## config.mk

```make
export PLATFORM = sky130hd
export DESIGN_NAME = mem_arbiter
export DESIGN_NICKNAME = d
export VERILOG_FILES = /design/src/rtl/mem_arbiter.sv
export SDC_FILE = /design/constraint.sdc
export NUM_CORES = 1
export LEC_CHECK = 0
export BUFFER_PORTS_ARGS = -buffer_cell sky130_fd_sc_hd__clkbuf_2
export CORE_UTILIZATION = 42
export DETAILED_ROUTE_END_ITERATION = 10
export HOLD_SLACK_MARGIN = 0.15
export MAX_ROUTING_LAYER = met4
export PLACE_DENSITY = 0.86
export SLEW_MARGIN = 20
export SYNTH_ARGS = -nofsm -noshare
export SYNTH_HDL_FRONTEND = slang
export SYNTH_SLANG_ARGS = --single-unit
```

## constraint.sdc

```tcl
create_clock -name clk -period 4.2 [get_ports clk]
set_clock_uncertainty 0.05 [all_clocks]
set_input_delay 0.63 -clock clk [delete_from_list [all_inputs] [get_ports clk]]
set_output_delay 0.63 -clock clk [all_outputs]
set_load 0.02 [all_outputs]
```

## src/rtl/mem_arbiter.sv

```systemverilog
// mem_arbiter: two-port arbiter and sequencer for the 64-word data memory.
// Each transaction takes three cycles: IDLE (arbitrate and latch), ACCESS
// (drive the memory pins for one cycle) and RESP (one-cycle ack to the winner).
// Optional feature macro: ARB_ROUND_ROBIN_EN.
//   defined   -> ties go to the port that was not granted last.
//   undefined -> fixed priority: port 0 always wins a tie.
module mem_arbiter #(
    parameter logic [31:0] BASE_ADDR   = 32'd1024,
    parameter int          DEPTH_WORDS = 64
) (
    input  logic        clk,
    input  logic        rst,
    input  logic        req0,
    input  logic        we0,
    input  logic [31:0] addr0,
    input  logic [31:0] wdata0,
    input  logic        req1,
    input  logic        we1,
    input  logic [31:0] addr1,
    input  logic [31:0] wdata1,
    output logic        ack0,
    output logic        err0,
    output logic [31:0] rdata0,
    output logic        ack1,
    output logic        err1,
    output logic [31:0] rdata1,
    output logic        mem_read,
    output logic        mem_write,
    output logic [31:0] mem_addr,
    output logic [31:0] mem_wdata,
    input  logic [31:0] mem_rdata
);

    // First byte address past the end of the memory.
    localparam logic [31:0] END_ADDR = BASE_ADDR + 32'(4 * DEPTH_WORDS);

    typedef enum logic [1:0] {
        IDLE   = 2'd0,
        ACCESS = 2'd1,
        RESP   = 2'd2
    } state_t;

    state_t      state;
    state_t      state_nxt;

    // Transaction latched in IDLE; held stable through ACCESS and RESP.
    logic        win;        // 0 = port 0, 1 = port 1
    logic        lat_we;
    logic        lat_err;
    logic [31:0] lat_addr;
    logic [31:0] lat_wdata;

    // Selected request, decoded combinationally from the winning port.
    logic        grant1;
    logic        sel_we;
    logic        sel_err;
    logic [31:0] sel_addr;
    logic [31:0] sel_wdata;

`ifdef ARB_ROUND_ROBIN_EN
    logic        last_grant; // port granted in the most recent RESP
`endif

    // Pick a winner among active requesters and range/alignment-check its address.
    always_comb begin
        // NOTE: every signal assigned in an always_comb gets a default up front,
        // so no path through the block leaves it unassigned and infers a latch.
        grant1    = 1'b0;
`ifdef ARB_ROUND_ROBIN_EN
        // On a tie, port 1 wins only if port 0 was granted last.
        grant1    = req1 & (~req0 | ~last_grant);
`else
        grant1    = req1 & ~req0;
`endif
        sel_we    = grant1 ? we1    : we0;
        sel_addr  = grant1 ? addr1  : addr0;
        sel_wdata = grant1 ? wdata1 : wdata0;
        sel_err   = (sel_addr < BASE_ADDR) || (sel_addr >= END_ADDR) ||
                    (sel_addr[1:0] != 2'b00);
    end

    // Next-state logic and state-decoded outputs.
    always_comb begin
        state_nxt = state;
        mem_read  = 1'b0;
        mem_write = 1'b0;
        mem_addr  = 32'd0;
        mem_wdata = 32'd0;
        ack0      = 1'b0;
        ack1      = 1'b0;
        err0      = 1'b0;
        err1      = 1'b0;
        case (state)
            IDLE: begin
                if (req0 || req1) state_nxt = ACCESS;
            end
            ACCESS: begin
                // Pins come only from latched state, never straight from req/addr.
                mem_addr  = lat_addr;
                mem_wdata = lat_wdata;
                mem_write = ~lat_err & lat_we;
                mem_read  = ~lat_err & ~lat_we;
                state_nxt = RESP;
            end
            RESP: begin
                ack0      = ~win;
                ack1      = win;
                err0      = ~win & lat_err;
                err1      = win & lat_err;
                state_nxt = IDLE;
            end
            default: state_nxt = IDLE;
        endcase
    end

    // State register; reset drops mem_write asynchronously mid-access.
    always_ff @(posedge clk or posedge rst) begin
        // NOTE: sequential state uses non-blocking (<=) so every register
        // samples the pre-edge values, independent of statement order.
        if (rst) state <= IDLE;
        else     state <= state_nxt;
    end

    // Latch the winning request when a transaction starts.
    always_ff @(posedge clk or posedge rst) begin
        if (rst) begin
            win       <= 1'b0;
            lat_we    <= 1'b0;
            lat_err   <= 1'b0;
            lat_addr  <= 32'd0;
            lat_wdata <= 32'd0;
        end else if (state == IDLE && (req0 || req1)) begin
            win       <= grant1;
            lat_we    <= sel_we;
            lat_err   <= sel_err;
            lat_addr  <= sel_addr;
            lat_wdata <= sel_wdata;
        end
    end

    // Capture read data on the edge closing ACCESS; the loser's rdata holds.
    always_ff @(posedge clk or posedge rst) begin
        if (rst) begin
            rdata0 <= 32'd0;
            rdata1 <= 32'd0;
        end else if (state == ACCESS) begin
            if (win) rdata1 <= (lat_we || lat_err) ? 32'd0 : mem_rdata;
            else     rdata0 <= (lat_we || lat_err) ? 32'd0 : mem_rdata;
        end
    end

`ifdef ARB_ROUND_ROBIN_EN
    // Record the granted port in every RESP, error responses included.
    always_ff @(posedge clk or posedge rst) begin
        if (rst)                last_grant <= 1'b1;
        else if (state == RESP) last_grant <= win;
    end
`endif

endmodule

```

==> flow_summary.html, run 1 <==
<table>
<tr><th>Metric</th><th>Value</th></tr>
<tr><th colspan="2">Drt</th></tr>
<tr><td>Number of DRC markers after the initial detailed-route iteration</td><td>~290</td></tr>
<tr><td>Number of vias after detailed routing</td><td>between 5k and 6k</td></tr>
<tr><td>Per-cell via count in the routed design</td><td>~4.9</td></tr>
<tr><td>Wire length after detailed routing</td><td>between 15 and 20 mm</td></tr>
<tr><td>Remaining antenna violation count after routing</td><td>0</td></tr>
<tr><td>Avg WL per Cell</td><td>14.32 µm</td></tr>
<tr><td>Initial DRT Pass Iterations</td><td>4</td></tr>
<tr><td>Remaining design rule violation count</td><td>0</td></tr>
<tr><th colspan="2">Logic synthesis</th></tr>
<tr><td>Synth Area per Inst</td><td>between 9 and 10 µm²</td></tr>
<tr><td>Proportion of synthesized chip area in sequential cells</td><td>roughly 54%</td></tr>
<tr><td>Number of flip-flops and latches in the synthesized netlist</td><td>133</td></tr>
<tr><td>Post-Synthesis Net Count</td><td>around 810</td></tr>
<tr><td>Total standard cell area after synthesis</td><td>between 0.006 and 0.007 mm²</td></tr>
<tr><td>Netlist cell types</td><td>28</td></tr>
<tr><td>Number of instances in the synthesized netlist</td><td>roughly 640</td></tr>
<tr><td>Number of warnings reported in the yosys synthesis log</td><td>0</td></tr>
<tr><th colspan="2">Timing</th></tr>
<tr><td>Minimum setup slack in the final design</td><td>about 1400 ps</td></tr>
<tr><td>Final hold violation count</td><td>0</td></tr>
<tr><td>Count of pins over their slew limit</td><td>0</td></tr>
<tr><td>Peak clock frequency supported by timing</td><td>between 300 and 400 MHz</td></tr>
<tr><td>Crit path time final</td><td>2786 ps</td></tr>
<tr><td>Unrepaired setup endpoints after global routing</td><td>no</td></tr>
<tr><td>Count of endpoints failing setup in the final report</td><td>0</td></tr>
<tr><td>Tightest Pin Transition</td><td>roughly 790 ps</td></tr>
<tr><td>Worst relative slew slack</td><td>between 40% and 50%</td></tr>
<tr><td>Period Utilization, post-route</td><td>around 66%</td></tr>
<tr><td>Worst hold-check slack</td><td>about 370 ps</td></tr>
<tr><td>Total Negative Setup Slacks</td><td>0 ps</td></tr>
<tr><th colspan="2">Clock network</th></tr>
<tr><td>Deepest clock path buffer count</td><td>2</td></tr>
<tr><td>H-tree depth</td><td>4</td></tr>
<tr><td>Quantity of hold-fixing buffers added after cts</td><td>0</td></tr>
<tr><td>Clock insertion delay at the later pin of the skew report</td><td>~400 ps</td></tr>
<tr><td>Post-CTS resize count</td><td>0</td></tr>
<tr><td>Root Driver</td><td>clkbuf_16</td></tr>
<tr><td>Number of sinks on the clock net</td><td>around 130</td></tr>
<tr><td>Total clock buffers created by CTS</td><td>17</td></tr>
<tr><td>CTS tree</td><td>done</td></tr>
<tr><td>Count of buffers added by post-CTS timing repair for setup</td><td>0</td></tr>
<tr><td>Clk pin slew, worst setup/hold paths</td><td>around 60 ps</td></tr>
<tr><th colspan="2">Setup path</th></tr>
<tr><td>Max stage delay on crit path</td><td>about 540 ps</td></tr>
<tr><td>Setup CP Type</td><td>reg -&gt; out</td></tr>
<tr><td>Dominant delay contributor by cell family on the critical path</td><td>simple AND/OR/NAND/NOR gates</td></tr>
<tr><td>Critical Path, Cell by Cell</td><td>nor2b_4 &gt; buf_4 &gt; and2_1 &gt; clkbuf_2</td></tr>
<tr><td>Crit path capture type</td><td>output port</td></tr>
<tr><td>Sort of element at the start of the critical path</td><td>flip-flop</td></tr>
<tr><td>WP buf/inv</td><td>2</td></tr>
<tr><td>Critical path peak fanout</td><td>37</td></tr>
<tr><td>CP max stage cell</td><td>nor2b_4</td></tr>
<tr><td>Required time reported for the critical path endpoint</td><td>between 3000 and 4000 ps</td></tr>
<tr><td>Register-to-register setup slack</td><td>roughly 2000 ps</td></tr>
<tr><td>Arrival time worst endpoint</td><td>around 2100 ps</td></tr>
<tr><th colspan="2">Placed design</th></tr>
<tr><td>Final weighted congestion in routability-driven placement</td><td>~0.87</td></tr>
<tr><td>Worst-case setup slack after placement</td><td>roughly 1700 ps</td></tr>
<tr><td>Area after detailed placement</td><td>between 0.007 and 0.008 mm²</td></tr>
<tr><td>Detailed Place HPWL</td><td>approximately 12 mm</td></tr>
<tr><td># port buffers</td><td>299</td></tr>
<tr><th colspan="2">Finish</th></tr>
<tr><td>Post-layout instance area</td><td>just over 0.008 mm²</td></tr>
<tr><td>Area Growth Syn to Fin</td><td>34.84%</td></tr>
<tr><td>Core utilization of the finished layout</td><td>around three fifths</td></tr>
<tr><td># nets final</td><td>between 1k and 1.5k</td></tr>
<tr><td>Layout filler cell count</td><td>around 1.2k</td></tr>
<tr><td>Fraction of final layout cells sized beyond drive strength 1</td><td>~37%</td></tr>
<tr><td>Number of diodes added for antenna fixing</td><td>0</td></tr>
<tr><th colspan="2">Global routing</th></tr>
<tr><td>GRT Max-Usage Layer</td><td>met2</td></tr>
<tr><td>Global-route met2 utilization</td><td>about 36%</td></tr>
<tr><td>Number of global-route vias before repair</td><td>5,096</td></tr>
<tr><td>GRT met3 Usage</td><td>5.443%</td></tr>
<tr><td>Global-route wire length before repair</td><td>~24 mm</td></tr>
<tr><td>Grt ovf</td><td>0</td></tr>
<tr><td>Largest net degree at the start of global routing</td><td>approximately 130</td></tr>
<tr><td>GRT Overall Usage</td><td>between 20% and 30%</td></tr>
<tr><td>Grt met1 use</td><td>25.01%</td></tr>
<tr><td>Antenna violations before repair</td><td>0</td></tr>
<tr><th colspan="2">Power</th></tr>
<tr><td>Leakage power of the design</td><td>4.524 nW</td></tr>
<tr><td>Power per cell area</td><td>595.9 mW/mm²</td></tr>
<tr><td>Worst vdd rail ir drop</td><td>roughly 0.00071 V</td></tr>
<tr><th colspan="2">Floorplan</th></tr>
<tr><td>Die X-Extent</td><td>around 120 µm</td></tr>
<tr><td>Total die area</td><td>around 0.015 mm²</td></tr>
<tr><td>Die Y-Extent</td><td>123.1 µm</td></tr>
<tr><td>Floorplan Core Area</td><td>0.01410 mm²</td></tr>
<tr><td>Initial cell density of the core</td><td>43.69%</td></tr>
<tr><td>IO Pins</td><td>300</td></tr>
<tr><td>Site row count</td><td>43</td></tr>
<tr><th colspan="2">Status</th></tr>
<tr><td>Outcome</td><td>finished, final reports clean</td></tr>
<tr><th colspan="2">Run</th></tr>
<tr><td>Maxcap violations</td><td>0</td></tr>
<tr><th colspan="2">Min path</th></tr>
<tr><td>Type of the worst min-delay path</td><td>in -&gt; async</td></tr>
</table>
-- state kept, by name, indices dropped and copies added, names as in the netlist --
register	flops
lat_wdata	32
state	2
rdata0	32
lat_we	1
rdata1	32
lat_err	1
win	1
lat_addr	32
-- layout by cell type, fill, tap and decap left out, types with 3 or more instances in the layout --
cell type / count
dfrtp_1: 133
clkinv_2: 4
nand2_1: 163
nor2_1: 4
clkinvlp_4: 4
o21ai_0: 97
inv_6: 4
and2_1: 66
bufinv_16: 3
buf_4: 7
nor4_1: 10
clkbuf_2: 299
o21ai_1: 32
mux2i_1: 65
clkbuf_16: 17
-- cells in the mapped netlist --
library cell | instances | share of area [%]
a31oi_1 | 1 | 0.10
a21oi_1 | 2 | 0.16
o21ai_2 | 1 | 0.14
nor2b_1 | 2 | 0.20
nor2b_2 | 1 | 0.14
buf_1 | 1 | 0.061
and2_1 | 66 | 6.7
buf_12 | 4 | 1.3
inv_1 | 3 | 0.18
nand2_1 | 164 | 10
buf_2 | 14 | 1.1
o22ai_1 | 1 | 0.10
buf_6 | 4 | 0.73
nor4_1 | 10 | 1.0
nand4_1 | 1 | 0.10
nand4b_1 | 1 | 0.14
o21ai_1 | 32 | 2.6
mux2i_1 | 65 | 11
o41ai_1 | 1 | 0.14
and3b_1 | 1 | 0.14
dfrtp_1 | 133 | 54
clkbuf_1 | 22 | 1.3
and3_1 | 1 | 0.10
nor2_1 | 5 | 0.30
nand3_1 | 2 | 0.16
nor4b_1 | 2 | 0.28
nand2b_1 | 2 | 0.20
o21ai_0 | 97 | 7.9
-- kinds of logic (layout without fill, tap and decap cells) --
logic type	count (synthesis)	after routing	share of synthesized area [%]
buf+inv	48	342	4.754
simple gates	258	258	19.50
compound gates	135	135	11.13
flops	133	133	54.04
mux	65	65	10.56
-- power by group --
part           internal [mW]  switching (mW)
registers               1.63           0.188
logic                  0.555            1.08
clock network          0.936           0.561
total                   3.12            1.83
-- final timing paths --
kind,startpoint,end,depth (start not counted)
worst max-delay path,state[1],mem_wdata[27],4
min in group clk,mem_rdata[25],rdata1[25],3
worst min register to register,lat_addr[31],lat_addr[31],2
max in group asynchronous,rst,lat_wdata[7],3
worst max register to register,state[1],rdata1[1],6
worst min-delay path,rst,rdata0[6],3
-- area by class of cell --
| class | instances | area [µm²] | area share (%) |
|---|---|---|---|
| clock buffer | 17 | 425.4 | 5.123 |
| clock inverter | 15 | 176.4 | 2.124 |
| inverter | 3 | 15.01 | 0.1808 |
| multi-input combinational | 458 | 2565 | 30.89 |
| sequential | 133 | 3328 | 40.08 |
| tap | 180 | 225.2 | 2.712 |
| timing repair buffer | 307 | 1569 | 18.89 |
-- stage by stage --
stage / total power, mW / cells
after detailed placement: 3.490 / 1081
after floorplan: 2.951 / 639
final: 4.949 / 1113
after CTS: 5.006 / 1113
after global placement: 3.436 / 1081
after global routing: 5.284 / 1113
-- worst reg2reg max path, cell delays in order, from the launching register on --
cell	delay, ps
dfrtp_1	410
nor2b_4	540
buf_4	390
nand2_2	90
buf_4	300
nand2_1	180
o21ai_0	100
-- layer usage --
metal / part of all wire [%] / wire length (µm)
met1: 42 / 6709
met3: 6.9 / 1104
met2: 49 / 7803
met5: 0 / 0
met4: 2.0 / 316
Power figures use the tool's default switching activity.
==> run 2: changes to the inputs <==
--- a/config.mk
+++ b/config.mk
@@ -6,11 +6,11 @@
 export NUM_CORES = 1
 export LEC_CHECK = 0
 export BUFFER_PORTS_ARGS = -buffer_cell sky130_fd_sc_hd__clkbuf_2
-export CORE_UTILIZATION = 42
+export CORE_UTILIZATION = 45
 export DETAILED_ROUTE_END_ITERATION = 10
 export HOLD_SLACK_MARGIN = 0.15
 export MAX_ROUTING_LAYER = met4
-export PLACE_DENSITY = 0.86
+export PLACE_DENSITY = 0.87
 export SLEW_MARGIN = 20
 export SYNTH_ARGS = -nofsm -noshare
 export SYNTH_HDL_FRONTEND = slang
==> constraint.sdc (replaced) <==
create_clock -name clk -period 2.7 [get_ports clk]
set_clock_uncertainty 0.05 [all_clocks]
set_input_delay 0.405 -clock clk [delete_from_list [all_inputs] [get_ports clk]]
set_output_delay 0.405 -clock clk [all_outputs]
set_load 0.02 [all_outputs]
==> flow_summary.html, run 2 (synthesized netlist as in run 1, its figures left out) <==
<table>
<tr><th>Metric</th><th>Value</th></tr>
<tr><th colspan="2">Power</th></tr>
<tr><td>Power per cell area</td><td>922.6 mW/mm² (+55%)</td></tr>
<tr><td>Leakage power of the design</td><td>4.539 nW (+0.31%)</td></tr>
<tr><td>Post-route total power</td><td>7.686 mW (+55%)</td></tr>
<tr><td>Worst vdd rail ir drop</td><td>0.0004753 V (-33%)</td></tr>
<tr><td>Switching part of the total</td><td>38.35% (+1.4 points)</td></tr>
<tr><td>Combinational group share of total power</td><td>34.7% (+1.6 points)</td></tr>
<tr><td>Sequential group share of total power</td><td>36.6% (about the same)</td></tr>
<tr><td>Switching Power</td><td>2.948 mW (+61%)</td></tr>
<tr><td>Cell Int Power</td><td>4.738 mW (+52%)</td></tr>
<tr><td>Proportion of power drawn by the clock network</td><td>28.7% (-1.6 points)</td></tr>
<tr><th colspan="2">Finish</th></tr>
<tr><td>Fraction of final layout cells sized beyond drive strength 1</td><td>37.42% (+0.34 points)</td></tr>
<tr><td>Commonest non-fill, non-tap cells in the layout</td><td>clkbuf_2 (299), nand2_1 (163), dfrtp_1 (133)</td></tr>
<tr><td>Area Growth Syn to Fin</td><td>35.29%</td></tr>
<tr><td>Core utilization of the finished layout</td><td>62.67% (+3.8 points)</td></tr>
<tr><td>Most common library cell in the layout ignoring fill and taps</td><td>clkbuf_2</td></tr>
<tr><td># nets final</td><td>1,091 (+0.46%)</td></tr>
<tr><td>Number of diodes added for antenna fixing</td><td>0 (unchanged)</td></tr>
<tr><th colspan="2">Drt</th></tr>
<tr><td>Number of vias after detailed routing</td><td>5,519 (+1.2%)</td></tr>
<tr><td>Remaining design rule violation count</td><td>0 (unchanged)</td></tr>
<tr><td>Wire length after detailed routing</td><td>16.48 mm (+3.4%)</td></tr>
<tr><td>Remaining antenna violation count after routing</td><td>0 (unchanged)</td></tr>
<tr><td>Avg WL per Cell</td><td>14.79 µm (+3.3%)</td></tr>
<tr><td>Initial DRT Pass Iterations</td><td>4 (unchanged)</td></tr>
<tr><td>Number of DRC markers after the initial detailed-route iteration</td><td>301 (+4.9%)</td></tr>
<tr><td>Per-cell via count in the routed design</td><td>4.954 (+1.1%)</td></tr>
<tr><th colspan="2">Global routing</th></tr>
<tr><td>Grt ovf</td><td>0 (unchanged)</td></tr>
<tr><td>Global-route wire length before repair</td><td>26.79 mm (+11%)</td></tr>
<tr><td>GRT Overall Usage</td><td>24.89% (+3.2 points)</td></tr>
<tr><td>Largest net degree at the start of global routing</td><td>134 (unchanged)</td></tr>
<tr><td>Antenna violations before repair</td><td>0 (unchanged)</td></tr>
<tr><td>Number of global-route vias before repair</td><td>5,481 (+7.6%)</td></tr>
<tr><th colspan="2">Clock network</th></tr>
<tr><td>Quantity of hold-fixing buffers added after cts</td><td>0 (unchanged)</td></tr>
<tr><td>Count of buffers added by post-CTS timing repair for setup</td><td>0 (unchanged)</td></tr>
<tr><td>Number of sinks on the clock net</td><td>133 (unchanged)</td></tr>
<tr><td>Clk pin slew, worst setup/hold paths</td><td>60 ps (about the same)</td></tr>
<tr><td>H-tree depth</td><td>4 (unchanged)</td></tr>
<tr><td>CTS tree</td><td>done</td></tr>
<tr><td>Deepest clock path buffer count</td><td>2 (unchanged)</td></tr>
<tr><td>Clock insertion delay at the later pin of the skew report</td><td>410 ps (about the same)</td></tr>
<tr><td>Total clock buffers created by CTS</td><td>17 (unchanged)</td></tr>
<tr><td>Root Driver</td><td>clkbuf_16</td></tr>
<tr><td>Post-CTS resize count</td><td>0 (unchanged)</td></tr>
<tr><th colspan="2">Timing</th></tr>
<tr><td>Total Negative Setup Slacks</td><td>0 ps (unchanged)</td></tr>
<tr><td>Tightest Pin Transition</td><td>970.3 ps (+181.6 ps)</td></tr>
<tr><td>Unrepaired setup endpoints after global routing</td><td>no</td></tr>
<tr><td>Crit path time final</td><td>2377 ps</td></tr>
<tr><td>Count of endpoints failing setup in the final report</td><td>0 (unchanged)</td></tr>
<tr><td>Peak clock frequency supported by timing</td><td>around 420 MHz</td></tr>
<tr><td>Final hold violation count</td><td>0 (unchanged)</td></tr>
<tr><td>Count of pins over their slew limit</td><td>0 (unchanged)</td></tr>
<tr><td>Worst relative slew slack</td><td>35.09% (-12 points)</td></tr>
<tr><td>Period Utilization, post-route</td><td>between 80% and 90%</td></tr>
<tr><th colspan="2">Setup path</th></tr>
<tr><td>CP max stage cell</td><td>dfrtp_1</td></tr>
<tr><td>Max stage delay on crit path</td><td>410 ps (-130 ps)</td></tr>
<tr><td>WP buf/inv</td><td>2 (unchanged)</td></tr>
<tr><td>Required time reported for the critical path endpoint</td><td>2250 ps (-1270 ps)</td></tr>
<tr><td>Crit path capture type</td><td>output port</td></tr>
<tr><td>Dominant delay contributor by cell family on the critical path</td><td>simple AND/OR/NAND/NOR gates</td></tr>
<tr><td>Arrival time worst endpoint</td><td>1920 ps (-190 ps)</td></tr>
<tr><td>Sort of element at the start of the critical path</td><td>flip-flop</td></tr>
<tr><td>Critical path peak fanout</td><td>27 (-27%)</td></tr>
<tr><td>Critical Path, Cell by Cell</td><td>nor2b_4 &gt; buf_4 &gt; and2_1 &gt; clkbuf_2</td></tr>
<tr><td>Setup CP Type</td><td>reg -&gt; out</td></tr>
<tr><th colspan="2">Placed design</th></tr>
<tr><td>Final weighted congestion in routability-driven placement</td><td>0.8570 (-1.6%)</td></tr>
<tr><td>Detailed Place HPWL</td><td>12.09 mm (+3.5%)</td></tr>
<tr><td># port buffers</td><td>299 (unchanged)</td></tr>
<tr><th colspan="2">Floorplan</th></tr>
<tr><td>Total die area</td><td>0.01416 mm² (-6.6%)</td></tr>
<tr><td>Floorplan Core Area</td><td>0.01330 mm² (-5.7%)</td></tr>
<tr><td>Die Y-Extent</td><td>119.0 µm (-3.3%)</td></tr>
<tr><td>Die X-Extent</td><td>119.0 µm (-3.3%)</td></tr>
<tr><td>Initial cell density of the core</td><td>46.32% (+2.6 points)</td></tr>
<tr><td>Site row count</td><td>42 (-2.3%)</td></tr>
<tr><td>IO Pins</td><td>300 (unchanged)</td></tr>
<tr><th colspan="2">Status</th></tr>
<tr><td>Outcome</td><td>finished, final reports clean</td></tr>
<tr><th colspan="2">Min path</th></tr>
<tr><td>Type of the worst min-delay path</td><td>in -&gt; async</td></tr>
<tr><th colspan="2">Run</th></tr>
<tr><td>Maxcap violations</td><td>0 (unchanged)</td></tr>
</table>
-- run 2: worst reg2reg max path, stage by stage (launching register included) --
cell	delay, ps
dfrtp_1	410
nor2b_4	390
nand2_2	650
nand2_1	270
o21ai_0	130
-- run 2: power by group through the flow --
stage	combinational [mW]	sequential (mW)	clock, mW
6_report	2.66	2.81	2.21
5_1_grt	2.94	2.88	2.35
4_1_cts	2.68	2.82	2.26
3_5_place_dp	2.68	2.84	0
3_3_place_gp	2.61	2.82	0
2_1_floorplan	1.82	2.77	0
-- run 2: metrics by stage --
stage	cell area, µm²	hold slack (ps)	setup slack [ps]	instances
6_report	8332	143.5	322.6	1114
5_1_grt	8332	181.0	181.3	1114
4_1_cts	8332	169.4	293.7	1114
3_5_place_dp	7760	412.4	647.4	1082
3_3_place_gp	7760	403.4	717.7	1082
2_1_floorplan	6162	391.8	593.8	639
-- run 2: layer usage --
| metal | track usage (%) | wire length (µm) | vias to the layer above |
|---|---|---|---|
| met2 | 41.39 | 8185 | 236 |
| li1 | - | - | 2710 |
| met5 | - | 0 | - |
| met1 | 29.68 | 6915 | 2554 |
| met3 | 6.082 | 1109 | 19 |
| met4 | 7.991 | 266 | 0 |
-- run 2: final cells by class --
| class | instances | area, µm² |
|---|---|---|
| Inverter | 3 | 15.01 |
| Fill cell | 1104 | 4964 |
| Timing Repair Buffer | 312 | 1632 |
| Sequential cell | 133 | 3328 |
| Tap cell | 176 | 220.2 |
| Clock inverter | 15 | 146.4 |
| Multi-Input combinational cell | 458 | 2565 |
| Clock buffer | 17 | 425.4 |
-- run 2: path summary, 6_finish.rpt --
path	from	to	slack, ps	cells after the start
max	state[1]	mem_addr[28]	320	4
min	rst	rdata0[3]	140	3
max reg2reg	state[1]	rdata1[28]	620	4
min reg2reg	lat_wdata[9]	lat_wdata[9]	420	2
max in group asynchronous	rst	lat_wdata[28]	1920	3
min in group clk	mem_rdata[26]	rdata1[26]	190	3
